--- src/rtl/instr_fetch_unit.sv ---
// instr_fetch_unit: PC generation, synchronous I-memory request issue, and a
// 2-entry {instr, pc} queue presented to decode over valid/ready.
`default_nettype none

module instr_fetch_unit #(
  parameter int unsigned     XLEN     = 32,
  parameter logic [XLEN-1:0] RESET_PC = '0
) (
  input  logic            clk,
  input  logic            rst_n,
  output logic            imem_req,
  output logic [XLEN-1:0] imem_addr,
  input  logic [31:0]     imem_rdata,
  input  logic            redirect_valid,
  input  logic [XLEN-1:0] redirect_pc,
  output logic            out_valid,
  input  logic            out_ready,
  output logic [31:0]     out_instr,
  output logic [XLEN-1:0] out_pc,
  output logic [XLEN-1:0] out_pc_plus4
);

  logic [XLEN-1:0] pc_q, pc_d;
  logic [XLEN-1:0] infl_pc_q, infl_pc_d;
  logic            infl_q, infl_d;
  logic [1:0]      count_q, count_d;
  logic [31:0]     instr_q [2];
  logic [31:0]     instr_d [2];
  logic [XLEN-1:0] epc_q [2];
  logic [XLEN-1:0] epc_d [2];

  logic pop, push, issue, wr_idx;

  assign pop   = out_valid & out_ready;
  assign push  = infl_q & ~redirect_valid;
  // Gated by rst_n so no request is seen while reset is held.
  assign issue = rst_n & ~redirect_valid
               & (((count_q + {1'b0, infl_q}) < 2'd2) | pop);
  // Slot for the incoming entry after any same-cycle pop (count_q - pop).
  assign wr_idx = count_q[0] ^ pop;

  assign imem_req     = issue;
  assign imem_addr    = pc_q;
  assign out_valid    = (count_q != 2'd0);
  assign out_instr    = instr_q[0];
  assign out_pc       = epc_q[0];
  assign out_pc_plus4 = epc_q[0] + XLEN'(4);

  always_comb begin
    pc_d      = pc_q;
    infl_pc_d = infl_pc_q;
    infl_d    = issue;
    instr_d   = instr_q;
    epc_d     = epc_q;
    count_d   = count_q + {1'b0, push} - {1'b0, pop};

    if (issue) begin
      pc_d      = pc_q + XLEN'(4);
      infl_pc_d = pc_q;
    end
    if (pop) begin
      instr_d[0] = instr_q[1];
      epc_d[0]   = epc_q[1];
    end
    if (push) begin
      instr_d[wr_idx] = imem_rdata;
      epc_d[wr_idx]   = infl_pc_q;
    end
    if (redirect_valid) begin
      count_d = 2'd0;
      pc_d    = redirect_pc & ~XLEN'(3);
    end
  end

  always_ff @(posedge clk or negedge rst_n) begin
    if (!rst_n) begin
      pc_q       <= RESET_PC;
      infl_pc_q  <= '0;
      infl_q     <= 1'b0;
      count_q    <= 2'd0;
      instr_q[0] <= '0;
      instr_q[1] <= '0;
      epc_q[0]   <= '0;
      epc_q[1]   <= '0;
    end else begin
      assert (count_q != 2'd3);
      pc_q      <= pc_d;
      infl_pc_q <= infl_pc_d;
      infl_q    <= infl_d;
      count_q   <= count_d;
      instr_q   <= instr_d;
      epc_q     <= epc_d;
    end
  end

endmodule

`default_nettype wire
--- config.mk ---
export PLATFORM = sky130hd
export DESIGN_NAME = instr_fetch_unit
export DESIGN_NICKNAME = d
export VERILOG_FILES = /design/src/rtl/instr_fetch_unit.sv
export SDC_FILE = /design/constraint.sdc
export NUM_CORES = 1
export LEC_CHECK = 0
export ABC_CLOCK_PERIOD_IN_PS = 2000
export BUFFER_PORTS_ARGS = -buffer_cell sky130_fd_sc_hd__buf_2
export CORE_MARGIN = 5
export CORE_UTILIZATION = 50
export DETAILED_ROUTE_END_ITERATION = 10
export PLACE_DENSITY = 0.77
export SLEW_MARGIN = 20
export SYNTH_ARGS = -nofsm -noshare
export SYNTH_HDL_FRONTEND = slang
export SYNTH_SLANG_ARGS = --single-unit
--- constraint.sdc ---
create_clock -name clk -period 2 [get_ports clk]
set_input_delay 0.2 -clock clk [delete_from_list [all_inputs] [get_ports clk]]
set_output_delay 0.2 -clock clk [all_outputs]
set_load 0.01 [all_outputs]
=== Word level (Yosys, flattened, before mapping) ===
Cells that the tools add are included.

* Flip-flop bits (word level): 195
* Input port bits: 68
* Logic and storage cells: 38

* Add/sub/neg operators: 5
* $lt $le $gt $ge: 3
* Mux-type cells: 11
* Bitwise gates (word level): 8
* Reductions and logical operators: 3

{| class="wikitable"
|+ Operator list
! kind !! number
|-
| two-way mux 32 bit || 5
|-
| bitwise mux 64 bit || 2
|-
| two-way mux 64 bit || 2
|-
| adder 32 x 3 -> 32 bit (second input constant) || 2
|-
| demux 32 bit (select 1 bit) || 1
|-
| adder 2 x 1 -> 2 bit || 2
|-
| AND 1 bit || 4
|-
| nonzero test 2 bit || 2
|-
| greater-or-equal comparator 2 bit (second input constant) || 1
|-
| < comparator 2 x 1 -> 1 bit (second input constant) || 1
|-
| < comparator 2 bit (second input constant) || 1
|-
| two-way mux 2 bit || 1
|-
| inverter 1 -> 2 bit || 1
|-
| subtractor 2 x 1 -> 2 bit || 1
|-
| logical AND 1 bit || 1
|-
| inverter 1 bit || 1
|-
| OR 1 bit || 1
|-
| XOR 1 bit || 1
|}

=== Longest topological paths before layout ===
Gate-level depths: netlist of the first run.

* Word-level depth: 10
* Gate-level depth with buffers: 9

=== Least setup slack after synthesis of the first run ===
Ideal clock, no wire load.

* Kind: register to register
* Start point: reg count_q[1]
* End point: reg count_q[1]
* Arrival: 2.151 ns
* Required time: 1.922 ns
* Slack: -0.228 ns
* Stages on the path, launching flop included: 10
* Buffers on the path: 2
* Clock period less this slack: 2.228 ns
* Cells stage by stage: dfrtp_1 or2_2 nand2_1 buf_2 buf_2 xnor2_1 ha_1 xor2_1 or3_1 a21oi_1

* Word-level cells in the longest chain between the ends: 4
* Elaborated cells between the ends (all ways): 5
* Classes of those cells: add/sub (2); mux (1); bitwise (1); reduce/logical (1)

{| class="wikitable"
|+ RTL lines
! element !! line !! source
|-
| from (decl) || 26 || <nowiki>logic [1:0] count_q, count_d;</nowiki>
|-
| from (signal assigned) || 90 || <nowiki>count_q <= count_d;</nowiki>
|-
| nonzero test 2 bit || 44 || <nowiki>assign out_valid = (count_q != 2'd0);</nowiki>
|-
| net out_valid || 16 || <nowiki>output logic out_valid,</nowiki>
|-
| AND 1 bit || 34 || <nowiki>assign pop = out_valid & out_ready;</nowiki>
|-
| subtractor 2 x 1 -> 2 bit || 55 || <nowiki>count_d = count_q + {1'b0, push} - {1'b0, pop};</nowiki>
|-
| two-way mux 2 bit || 69 || <nowiki>if (redirect_valid) begin</nowiki>
|-
| net count_d[1] || 26 ||
|}

The timed path passes the listed nets, and every way through them passes these cells.
A chain may end at the register's enable or synchronous reset.

=== Final worst setup path of the first run ===
* Start point: reg epc_q (netlist bit out_pc[4])
* End point: out out_pc_plus4[27]

* Word-level cells in the longest chain between the ends: 1

{| class="wikitable"
|+ RTL lines
! element !! line !! source
|-
| from (decl) || 29 || <nowiki>logic [XLEN-1:0] epc_q [2];</nowiki>
|-
| from (signal assigned) || 92 || <nowiki>epc_q <= epc_d;</nowiki>
|-
| adder 32 x 3 -> 32 bit || 47 || <nowiki>assign out_pc_plus4 = epc_q[0] + XLEN'(4);</nowiki>
|-
| to (decl) || 20 || <nowiki>output logic [XLEN-1:0] out_pc_plus4</nowiki>
|}

Every way passes these cells.

==> flow_metrics.py, run 1 <==
metrics = {
    "logic_synthesis": {
        "yosysSeqAreaShare_pct": 50.5,
        "synth_common_cells": "dfrtp_1 (189), mux2_2 (92), nor2_1 (89)",
        "synth_area_per_cell_um2": 11.0,
        "ys_async_sr_fraction_pct": 100,
        "synth_enable_flop_cells": 0,
        "ys_seq_elements": 189,
        "yosysMostFrequentCell": "dfrtp_1",
        "synth.area.mux_share_pct": 17.8,
        "syn_inst": 854,
        "ys_warn_count": 0,
        "synthFlopType": "dfrtp_1",
        "synthSimpleGateAreaFrac_pct": 12.7,
        "post_synth_xor_area_fraction_pct": 2.99,
        "syn_area_mm2": 0.00937,
        "synth_compound_area_share_pct": 7.94,
        "synth_top_area_share_pct": 50.5,
        "ys_top_cells_by_area": "dfrtp_1 (50%), mux2_2 (11%), mux2i_1 (6.7%)",
        "synthAdderAreaFrac_pct": 0.401,
        "synth_cell_types": 44,
        "yosysTopAreaCell": "dfrtp_1",
        "synth_top_family_by_area": "multiplexers",
    },
    "cells_and_area": {
        "syn_to_final_growth_pct": 24.8,
        "diodes": 0,
        "regArea_mm2": 0.00474,
        "postLayoutCoreUtil_pct": 62.9,
        "multi_input_area_mm2": 0.00417,
        "finalNetCount": 1129,
        "drive_gt1_share_pct": 42.9,
        "fill_cells": 1482,
    },
    "timing": {
        "hold_violations": 0,
        "slew_viol_final": 0,
        "finalCritPeriodShare_pct": 112,
        "setup_violations": 21,
        "worst_slew_pin_slew_ps": 945,
        "slew-limit-headroom_pct": 37.0,
        "worst_slack_ps": -249,
        "clock_skew_ps": 6.66,
        "whs_ps": 29.3,
        "fin_crit_ps": 2250,
        "grt_setup_unrepaired": "true",
        "fmax_mhz": 445,
    },
    "flow_run": {
        "cap_violations": 0,
    },
    "power": {
        "leakagePower_uw": 0.00572,
        "p_sw_share_pct": 35.1,
        "clock_power_share_pct": 20.1,
        "power.switching_uw": 5530,
        "pwr-share-comb_pct": 39.4,
        "powerDensity_mw_per_mm2": 1350,
        "max-vdd-ir-drop_mv": 0.596,
        "p_int_uw": 10200,
        "pwr-share-seq_pct": 40.4,
    },
    "route": {
        "avgViaCountPerCell": 5.56,
        "vias": 7247,
        "drtPass1Iterations": 7,
        "post_drt_wl_per_cell_um": 17.2,
        "antenna_left": 0,
        "drtIter0Drc": 352,
        "wl_um": 22400,
        "drc": 0,
    },
    "cts": {
        "cts_buffer_depth": 2,
        "cts_buffers": 17,
        "htree_levels": 4,
        "path_clk_slew_ps": 70,
        "cts_root_buffer": "clkbuf_16",
        "cts_num_sinks": 189,
        "cts_tree": "yes",
        "clk_latency_ps": 420,
    },
    "setup_path": {
        "endpoint_kind": "output pin",
        "cp-start-kind": "flop",
        "crit_path_max_fanout": 8,
        "crit_required_ps": 1800,
        "criticalPathCategory": "reg -> out",
        "crit_arrival_ps": 2050,
    },
    "placement": {
        "globalplace.congestion": 0.846,
        "io_buffers": 193,
        "dpl.hpwl_um": 15000,
    },
    "floorplanning": {
        "rows": 50,
        "io_pins": 198,
        "fp.dieArea_mm2": 0.0216,
        "start_util_pct": 50.4,
        "die_w_um": 147,
        "die_h_um": 147,
        "core_area_mm2": 0.0186,
    },
    "global_route": {
        "overflow": 0,
        "grt_util_all_layers_pct": 20.1,
        "grt_pass1_vias": 6995,
        "antenna_found_initial": 0,
        "grt_max_degree": 76,
        "grt_pass1_wl_um": 35700,
    },
    "hold_path": {
        "hp-class": "in -> reg",
    },
    "run_status": {
        "status": "finished with violations",
        "violations": "negative setup slack",
    },
}
## cells in the final DEF (no fill, tap or decap), types with 3 or more instances in the layout
| master | synthesis | final |
|---|---|---|
| nand2_1 | 31 | 23 |
| inv_6 | 0 | 5 |
| nor2_1 | 89 | 85 |
| or4_1 | 23 | 23 |
| a211o_1 | 4 | 4 |
| dlygate4sd3_1 | 0 | 9 |
| dfrtp_2 | 0 | 5 |
| or3_1 | 5 | 5 |
| clkinv_2 | 0 | 4 |
| and4_1 | 5 | 3 |
| o311ai_0 | 6 | 6 |
| dfrtp_1 | 189 | 184 |
| nand2_2 | 0 | 5 |
| xor2_1 | 6 | 5 |
| buf_6 | 1 | 7 |
| mux2i_1 | 63 | 63 |
| buf_2 | 8 | 189 |
| nand3_1 | 32 | 21 |
| inv_1 | 6 | 5 |
| xnor2_1 | 26 | 22 |
| mux2_2 | 92 | 92 |
| nand3_2 | 0 | 9 |
| nand2_4 | 0 | 3 |
| nor2b_1 | 4 | 3 |
| or2_2 | 4 | 4 |
| a31oi_1 | 19 | 19 |
| buf_12 | 0 | 8 |
| o21ai_0 | 9 | 9 |
| a21oi_1 | 64 | 64 |
| and3_1 | 8 | 8 |
| clkbuf_16 | 0 | 17 |
| xnor2_2 | 0 | 4 |
| nand4_1 | 15 | 15 |
| buf_4 | 68 | 80 |
| or4b_4 | 1 | 3 |
| o31ai_1 | 16 | 16 |
## state kept, by name, summed over array words and instances (netlist names)
name	cells
infl_pc_q	30
count_q	2
infl_q	1
imem_addr	30
out_pc	32
epc_q	30
instr_q	32
out_instr	32
## power by group through the flow
stage          Clock, uW  Sequential (uW)  Combinational, uW
2_1_floorplan          0             6290               4340
6_report            3170             6370               6220
4_1_cts             3240             6350               6000
5_1_grt             3400             6570               6770
3_5_place_dp           0             6420               5810
3_3_place_gp           0             6320               5670
## area by class of cell
cell class | count | share of cell area, %
Clock buffer | 19 | 3.79
Clock inverter | 12 | 0.942
Tap cell | 234 | 2.50
Sequential cell | 189 | 40.5
Inverter | 7 | 0.225
Multi-Input combinational cell | 548 | 35.6
Timing Repair Buffer | 295 | 16.4
## worst max-delay path, stage by stage (launching register included)
cell and delay [ps]:
dfrtp_1 360, nand4_1 140, buf_4 180, nor4_4 280, buf_6 190, buf_6 120
nand2_4 50, xnor2_2 150, buf_2 160
## kinds of logic after synthesis
group                      Yosys count
DFF                                189
other                                1
and+or+nand+nor                    229
adders and majority gates            3
AOI/OAI and AO/OA                  125
xor gates and xnor gates            32
buffers and inverters              120
muxes                              155
## worst paths after layout
kind,start,endpoint,slack [ps],depth (start not counted)
worst max-delay path,out_pc[4]$_DFF_PN0_,out_pc_plus4[27],-250,8
worst min-delay path,imem_rdata[28],instr_q[28]$_DFFE_PN0P_,30,2
worst max register to register,imem_addr[11]$_DFFE_PN0P_,imem_addr[23]$_DFFE_PN0P_,60,4
worst min register to register,instr_q[31]$_DFFE_PN0P_,instr_q[31]$_DFFE_PN0P_,510,1
max in group asynchronous,rst_n,out_pc[13]$_DFF_PN0_,670,3
min in group asynchronous,rst_n,imem_addr[4]$_DFFE_PN0P_,160,2
## timing repair
action	4_1_cts	5_1_grt
setup buffers	15	16
pin swaps	13	37
hold buffers	9	0
endpoints found under the setup margin	19	47
resized for setup	21	40
gates cloned	2	2
endpoints found under the hold margin	15	0
## per-layer routing
| layer | part of all wire, % | GRT usage [%] |
|---|---|---|
| met2 | 48 | 32.3 |
| met3 | 6.3 | 4.81 |
| met5 | 0 | 0 |
| met1 | 44 | 27.8 |
| met4 | 1.5 | 4.85 |
## stage by stage
step / TNS [ps] / setup WS [ps] / power (uW) / instance area [um2] / cells
6_report: -3300 / -249 / 15800 / 11700 / 1304
5_1_grt: -5440 / -351 / 16700 / 11700 / 1304
2_1_floorplan: -68.4 / -37.5 / 10600 / 9400 / 855
3_3_place_gp: 0 / 57.9 / 12000 / 10500 / 1231
4_1_cts: -2710 / -232 / 15600 / 11400 / 1288
3_5_place_dp: 0 / 32.5 / 12200 / 10500 / 1231
(Power assumes the default switching activity.)
==> run 2, diff against run 1 <==
--- a/config.mk
+++ b/config.mk
@@ -8,9 +8,8 @@
 export ABC_CLOCK_PERIOD_IN_PS = 2000
 export BUFFER_PORTS_ARGS = -buffer_cell sky130_fd_sc_hd__buf_2
 export CORE_MARGIN = 5
-export CORE_UTILIZATION = 50
+export CORE_UTILIZATION = 30
 export DETAILED_ROUTE_END_ITERATION = 10
-export PLACE_DENSITY = 0.77
 export SLEW_MARGIN = 20
 export SYNTH_ARGS = -nofsm -noshare
 export SYNTH_HDL_FRONTEND = slang
==> flow_metrics.py, run 2 (synthesis gave the netlist of run 1 again) <==
metrics = {
    "run_status": {
        "status": "finished with violations",
        "violations": "negative setup slack",
    },
    "placement": {
        "globalplace.congestion": 0.776,
        "dp.cells": 1403,
        "io_buffers": 193,
        "dpl.hpwl_um": 17000,
        "place_area_mm2": 0.0108,
    },
    "global_route": {
        "antenna_found_initial": 0,
        "grt_pass1_wl_um": 39900,
        "overflow": 0,
        "grt_pass1_vias": 7118,
        "grt_util_all_layers_pct": 14.0,
        "grt_max_degree": 114,
    },
    "cells_and_area": {
        "syn_to_final_growth_pct": 27.9,
        "final_cells": 1467,
        "final_area_mm2": 0.0120,
        "mostFrequentLayoutCells": "buf_2 (188), dfrtp_1 (187), mux2_2 (92), nor2_1 (85), buf_4 (80)",
        "diodes": 0,
        "drive_gt1_share_pct": 42.4,
        "fill_cells": 2998,
        "finalNetCount": 1129,
        "postLayoutCoreUtil_pct": 39.0,
        "final_common_cell": "buf_2",
    },
    "cts": {
        "cts_buffer_depth": 2,
        "htree_levels": 4,
        "cts_root_buffer": "clkbuf_16",
        "clk_latency_ps": 420,
        "path_clk_slew_ps": 70,
        "cts_buffers": 17,
        "cts_tree": "yes",
        "cts_num_sinks": 189,
    },
    "setup_path": {
        "crit_path_max_fanout": 4,
        "crit_required_ps": 1800,
        "cpPeakStageDelay_ps": 430,
        "crit_arrival_ps": 2060,
        "endpoint_kind": "output pin",
        "cp-start-kind": "flop",
        "cp_num_buf_inv": 3,
        "path_delay_family": "buffers and inverters",
        "criticalPathCategory": "reg -> out",
        "slowest_stage": "dfrtp_1",
        "cp_cell_sequence": "ha_2 > inv_2 > nor4_4 > buf_4 > nand3_2 > xnor2_1 > buf_2",
    },
    "route": {
        "drtIter0Drc": 293,
        "antenna_left": 0,
        "avgViaCountPerCell": 4.86,
        "drc": 0,
        "wl_um": 24800,
        "vias": 7123,
        "drtPass1Iterations": 4,
        "post_drt_wl_per_cell_um": 16.9,
    },
    "flow_run": {
        "cap_violations": 0,
    },
    "floorplanning": {
        "rows": 64,
        "fp.dieArea_mm2": 0.0349,
        "die_h_um": 187,
        "core_area_mm2": 0.0307,
        "die_w_um": 187,
        "io_pins": 198,
        "start_util_pct": 30.5,
    },
    "timing": {
        "worst_slew_pin_slew_ps": 891,
        "hold_violations": 0,
        "slew-limit-headroom_pct": 40.6,
        "clock_skew_ps": 14.1,
        "fin_crit_ps": 2260,
        "whs_ps": 27.0,
        "setup_violations": 18,
        "finalCritPeriodShare_pct": 113,
        "grt_setup_unrepaired": "true",
        "worst_slack_ps": -256,
        "fmax_mhz": 443,
        "slew_viol_final": 0,
    },
    "hold_path": {
        "hp-class": "in -> reg",
    },
    "power": {
        "max-vdd-ir-drop_mv": 0.646,
        "leakagePower_uw": 0.00578,
        "powerDensity_mw_per_mm2": 1350,
        "power_uw": 16200,
    },
}
[run 2: changes by cell type in the layout (fill, tap and decap cells not counted), sizes merged]
cell | previous run | this run
bufinv | 1 | 3
clkinvlp | 1 | 0
dlygate4sd3 | 9 | 10
inv | 11 | 13
clkbuf | 20 | 19
buf | 285 | 284
clkinv | 6 | 5
[run 2: area by class of cell]
class,instances,area (um2),share of cell area (%)
Sequential cell,189,4730,39.5
Inverter,7,26.3,0.219
Timing Repair Buffer,295,1950,16.3
Clock buffer,18,429,3.58
Multi-Input combinational cell,548,4150,34.7
Clock inverter,14,200,1.67
Tap cell,396,495,4.13
[run 2: final timing paths]
check                                           from                   endpoint  slack [ps]  depth (start not counted)
min in group asynchronous                      rst_n   infl_pc_q[9]$_DFFE_PN0P_         190                          2
hold reg to reg                epc_q[16]$_DFFE_PN0P_      epc_q[16]$_DFFE_PN0P_         510                          1
max in group asynchronous                      rst_n     out_instr[8]$_DFF_PN0_         700                          3
hold / removal                        imem_rdata[30]    instr_q[30]$_DFFE_PN0P_          30                          2
setup reg to reg           imem_addr[15]$_DFFE_PN0P_  imem_addr[25]$_DFFE_PN0P_          50                          4
setup / recovery                 out_pc[3]$_DFF_PN0_           out_pc_plus4[24]        -260                          7
[run 2: worst register-to-register path, cell delays in order (launching register included)]
cell     delay (ps)
dfrtp_1         360
nand4_1         220
or4b_4          650
or4_1           480
a31oi_1         170
[run 2: what timing repair did]
action / in CTS / in global routing
pin swaps: 25 / 29
endpoints found under the setup margin: 20 / 48
hold buffers: 10 / 0
setup buffers: 14 / 7
endpoints found under the hold margin: 18 / 0
resized for setup: 23 / 32
cloned: 4 / 0
[run 2: report_power, final]
group | switching [uW] | leakage (uW) | total (uW) | internal, uW
combinational | 3140 | 0.00317 | 6310 | 3170
clock | 1600 | 0.000310 | 3640 | 2030
sequential | 956 | 0.00230 | 6270 | 5320
total | 5700 | 0.00578 | 16200 | 10500
[run 2: stage by stage]
step	setup WS, ps	TNS [ps]
2_1_floorplan	-37.5	-68.4
3_3_place_gp	44.4	0
3_5_place_dp	3.11	0
4_1_cts	-300	-4290
5_1_grt	-406	-6260
6_report	-256	-3460
[run 2: layer usage]
metal	part of all wire, %	GRT usage (%)	vias to the layer above
met4	0.75	3.04	0
met5	0	0	-
met1	49	19.9	3508
met3	4.5	2.99	9
li1	-	-	3414
met2	46	22.1	192
==> run 3, diff against run 2 <==
--- a/config.mk
+++ b/config.mk
@@ -10,6 +10,7 @@
 export CORE_MARGIN = 5
 export CORE_UTILIZATION = 30
 export DETAILED_ROUTE_END_ITERATION = 10
+export MAX_ROUTING_LAYER = met4
 export SLEW_MARGIN = 20
 export SYNTH_ARGS = -nofsm -noshare
 export SYNTH_HDL_FRONTEND = slang
==> flow_metrics.py, run 3 (synthesis gave the netlist of run 1 again) <==
metrics = {
    "floorplanning": {
        "fp.dieArea_mm2": 0.0349,
        "rows": 64,
        "core_area_mm2": 0.0307,
        "io_pins": 198,
        "die_w_um": 187,
        "start_util_pct": 30.5,
        "die_h_um": 187,
    },
    "setup_path": {
        "path_delay_family": "buffers and inverters",
        "criticalPathCategory": "reg -> out",
        "slowest_stage": "dfrtp_1",
        "crit_required_ps": 1800,
        "cp-start-kind": "flop",
        "crit_arrival_ps": 2060,
        "crit_path_max_fanout": 4,
        "cp_num_buf_inv": 3,
        "cp_cell_sequence": "ha_2 > inv_2 > nor4_4 > buf_4 > nand3_2 > xnor2_1 > buf_2",
        "cpPeakStageDelay_ps": 430,
        "endpoint_kind": "output pin",
    },
    "cells_and_area": {
        "finalNetCount": 1129,
        "final_cells": 1467,
        "final_common_cell": "buf_2",
        "mostFrequentLayoutCells": "buf_2 (188), dfrtp_1 (187), mux2_2 (92), nor2_1 (85), buf_4 (80)",
        "drive_gt1_share_pct": 42.4,
        "diodes": 0,
        "fill_cells": 2998,
        "syn_to_final_growth_pct": 27.9,
    },
    "timing": {
        "setup_violations": 18,
        "worst_slew_pin_slew_ps": 897,
        "whs_ps": 26.9,
        "fmax_mhz": 443,
        "worst_slack_ps": -257,
        "fin_crit_ps": 2260,
        "hold_violations": 0,
        "clock_skew_ps": 13.8,
        "grt_setup_unrepaired": "true",
        "slew_viol_final": 0,
        "slew-limit-headroom_pct": 40.2,
        "finalCritPeriodShare_pct": 113,
    },
    "global_route": {
        "grt_util_all_layers_pct": 14.4,
        "grt_pass1_wl_um": 39900,
        "antenna_found_initial": 0,
        "grt_max_degree": 114,
        "overflow": 0,
        "grt_pass1_vias": 7110,
    },
    "cts": {
        "cts_num_sinks": 189,
        "htree_levels": 4,
        "cts_tree": "yes",
        "path_clk_slew_ps": 70,
        "clk_latency_ps": 420,
        "cts_root_buffer": "clkbuf_16",
        "cts_buffers": 17,
        "cts_buffer_depth": 2,
    },
    "run_status": {
        "violations": "negative setup slack",
        "status": "finished with violations",
    },
    "route": {
        "wl_um": 24800,
        "avgViaCountPerCell": 4.86,
        "antenna_left": 0,
        "drc": 0,
        "drtPass1Iterations": 4,
        "drtIter0Drc": 272,
        "post_drt_wl_per_cell_um": 16.9,
        "vias": 7123,
    },
    "placement": {
        "io_buffers": 193,
        "dp_slack_ps": 3.11,
        "dp.cells": 1403,
        "dpl.hpwl_um": 17000,
        "globalplace.congestion": 0.787,
    },
    "power": {
        "p_int_uw": 10500,
        "clock_power_share_pct": 22.4,
        "leakagePower_uw": 0.00578,
        "pwr-share-seq_pct": 38.7,
        "p_sw_share_pct": 35.1,
        "max-vdd-ir-drop_mv": 0.643,
        "power_uw": 16200,
        "power.switching_uw": 5700,
        "powerDensity_mw_per_mm2": 1350,
        "pwr-share-comb_pct": 38.9,
    },
    "flow_run": {
        "cap_violations": 0,
    },
    "hold_path": {
        "hp-class": "in -> reg",
    },
}
run 3: what timing repair did:
action	in CTS	in global routing
hold endpoints to repair	18	0
cloned	4	0
setup endpoints to repair	20	48
pin swaps	25	29
setup buffers	14	7
gates resized for setup	23	32
hold buffers	10	0
run 3: power groups by stage:
stage                     Clock (uW)  Sequential (uW)  Combinational [uW]
after floorplan                    0             6290                4340
after global placement             0             6290                5980
after detailed placement           0             6370                6100
after CTS                       3770             6280                6260
after global routing            3920             6500                6940
final                           3640             6270                6310
run 3: metrics by stage:
| step | TNS (ps) | utilization (%) | area [um2] |
|---|---|---|---|
| CTS | -4290 | 38.5 | 11800 |
| floorplan | -68.4 | - | 9400 |
| finish | -3450 | 39.0 | 12000 |
| detailed placement | 0 | 35.2 | 10800 |
| global placement | 0 | 35.2 | 10800 |
| global route | -6220 | 39.0 | 12000 |
run 3: worst reg2reg max path, stage by stage, from the launching register on:
cell and delay, ps:
dfrtp_1 360, nand4_1 220, or4b_4 650, or4_1 480
a31oi_1 170
run 3: cell type report:
type	instances	area, um2	area share (%)
Multi-Input combinational cell	548	4150	34.7
Sequential cell	189	4730	39.5
Clock buffer	18	429	3.58
Tap cell	396	495	4.13
Inverter	7	26.3	0.219
Clock inverter	14	200	1.67
Timing Repair Buffer	295	1950	16.3
run 3: path summary, 6_finish.rpt:
| kind | startpoint | end | slack [ps] | depth (start not counted) |
|---|---|---|---|---|
| max in group asynchronous | rst_n | out_instr[8]$_DFF_PN0_ | 690 | 3 |
| setup reg to reg | imem_addr[18]$_DFFE_PN0P_ | imem_addr[25]$_DFFE_PN0P_ | 50 | 4 |
| hold reg to reg | epc_q[16]$_DFFE_PN0P_ | epc_q[16]$_DFFE_PN0P_ | 510 | 1 |
| min in group asynchronous | rst_n | infl_pc_q[9]$_DFFE_PN0P_ | 190 | 2 |
| hold / removal | imem_rdata[30] | instr_q[30]$_DFFE_PN0P_ | 30 | 2 |
| setup / recovery | out_pc[3]$_DFF_PN0_ | out_pc_plus4[24] | -260 | 7 |
run 3: routing by layer:
layer  global-route usage (%)  vias to the layer above  part of all wire, %
li1                         -                     3411                    -
met1                     20.0                     3511                   49
met2                     22.2                      192                   46
met3                     2.71                        9                  4.3
met4                     3.04                        0                 0.75
met5                        -                        -                    0
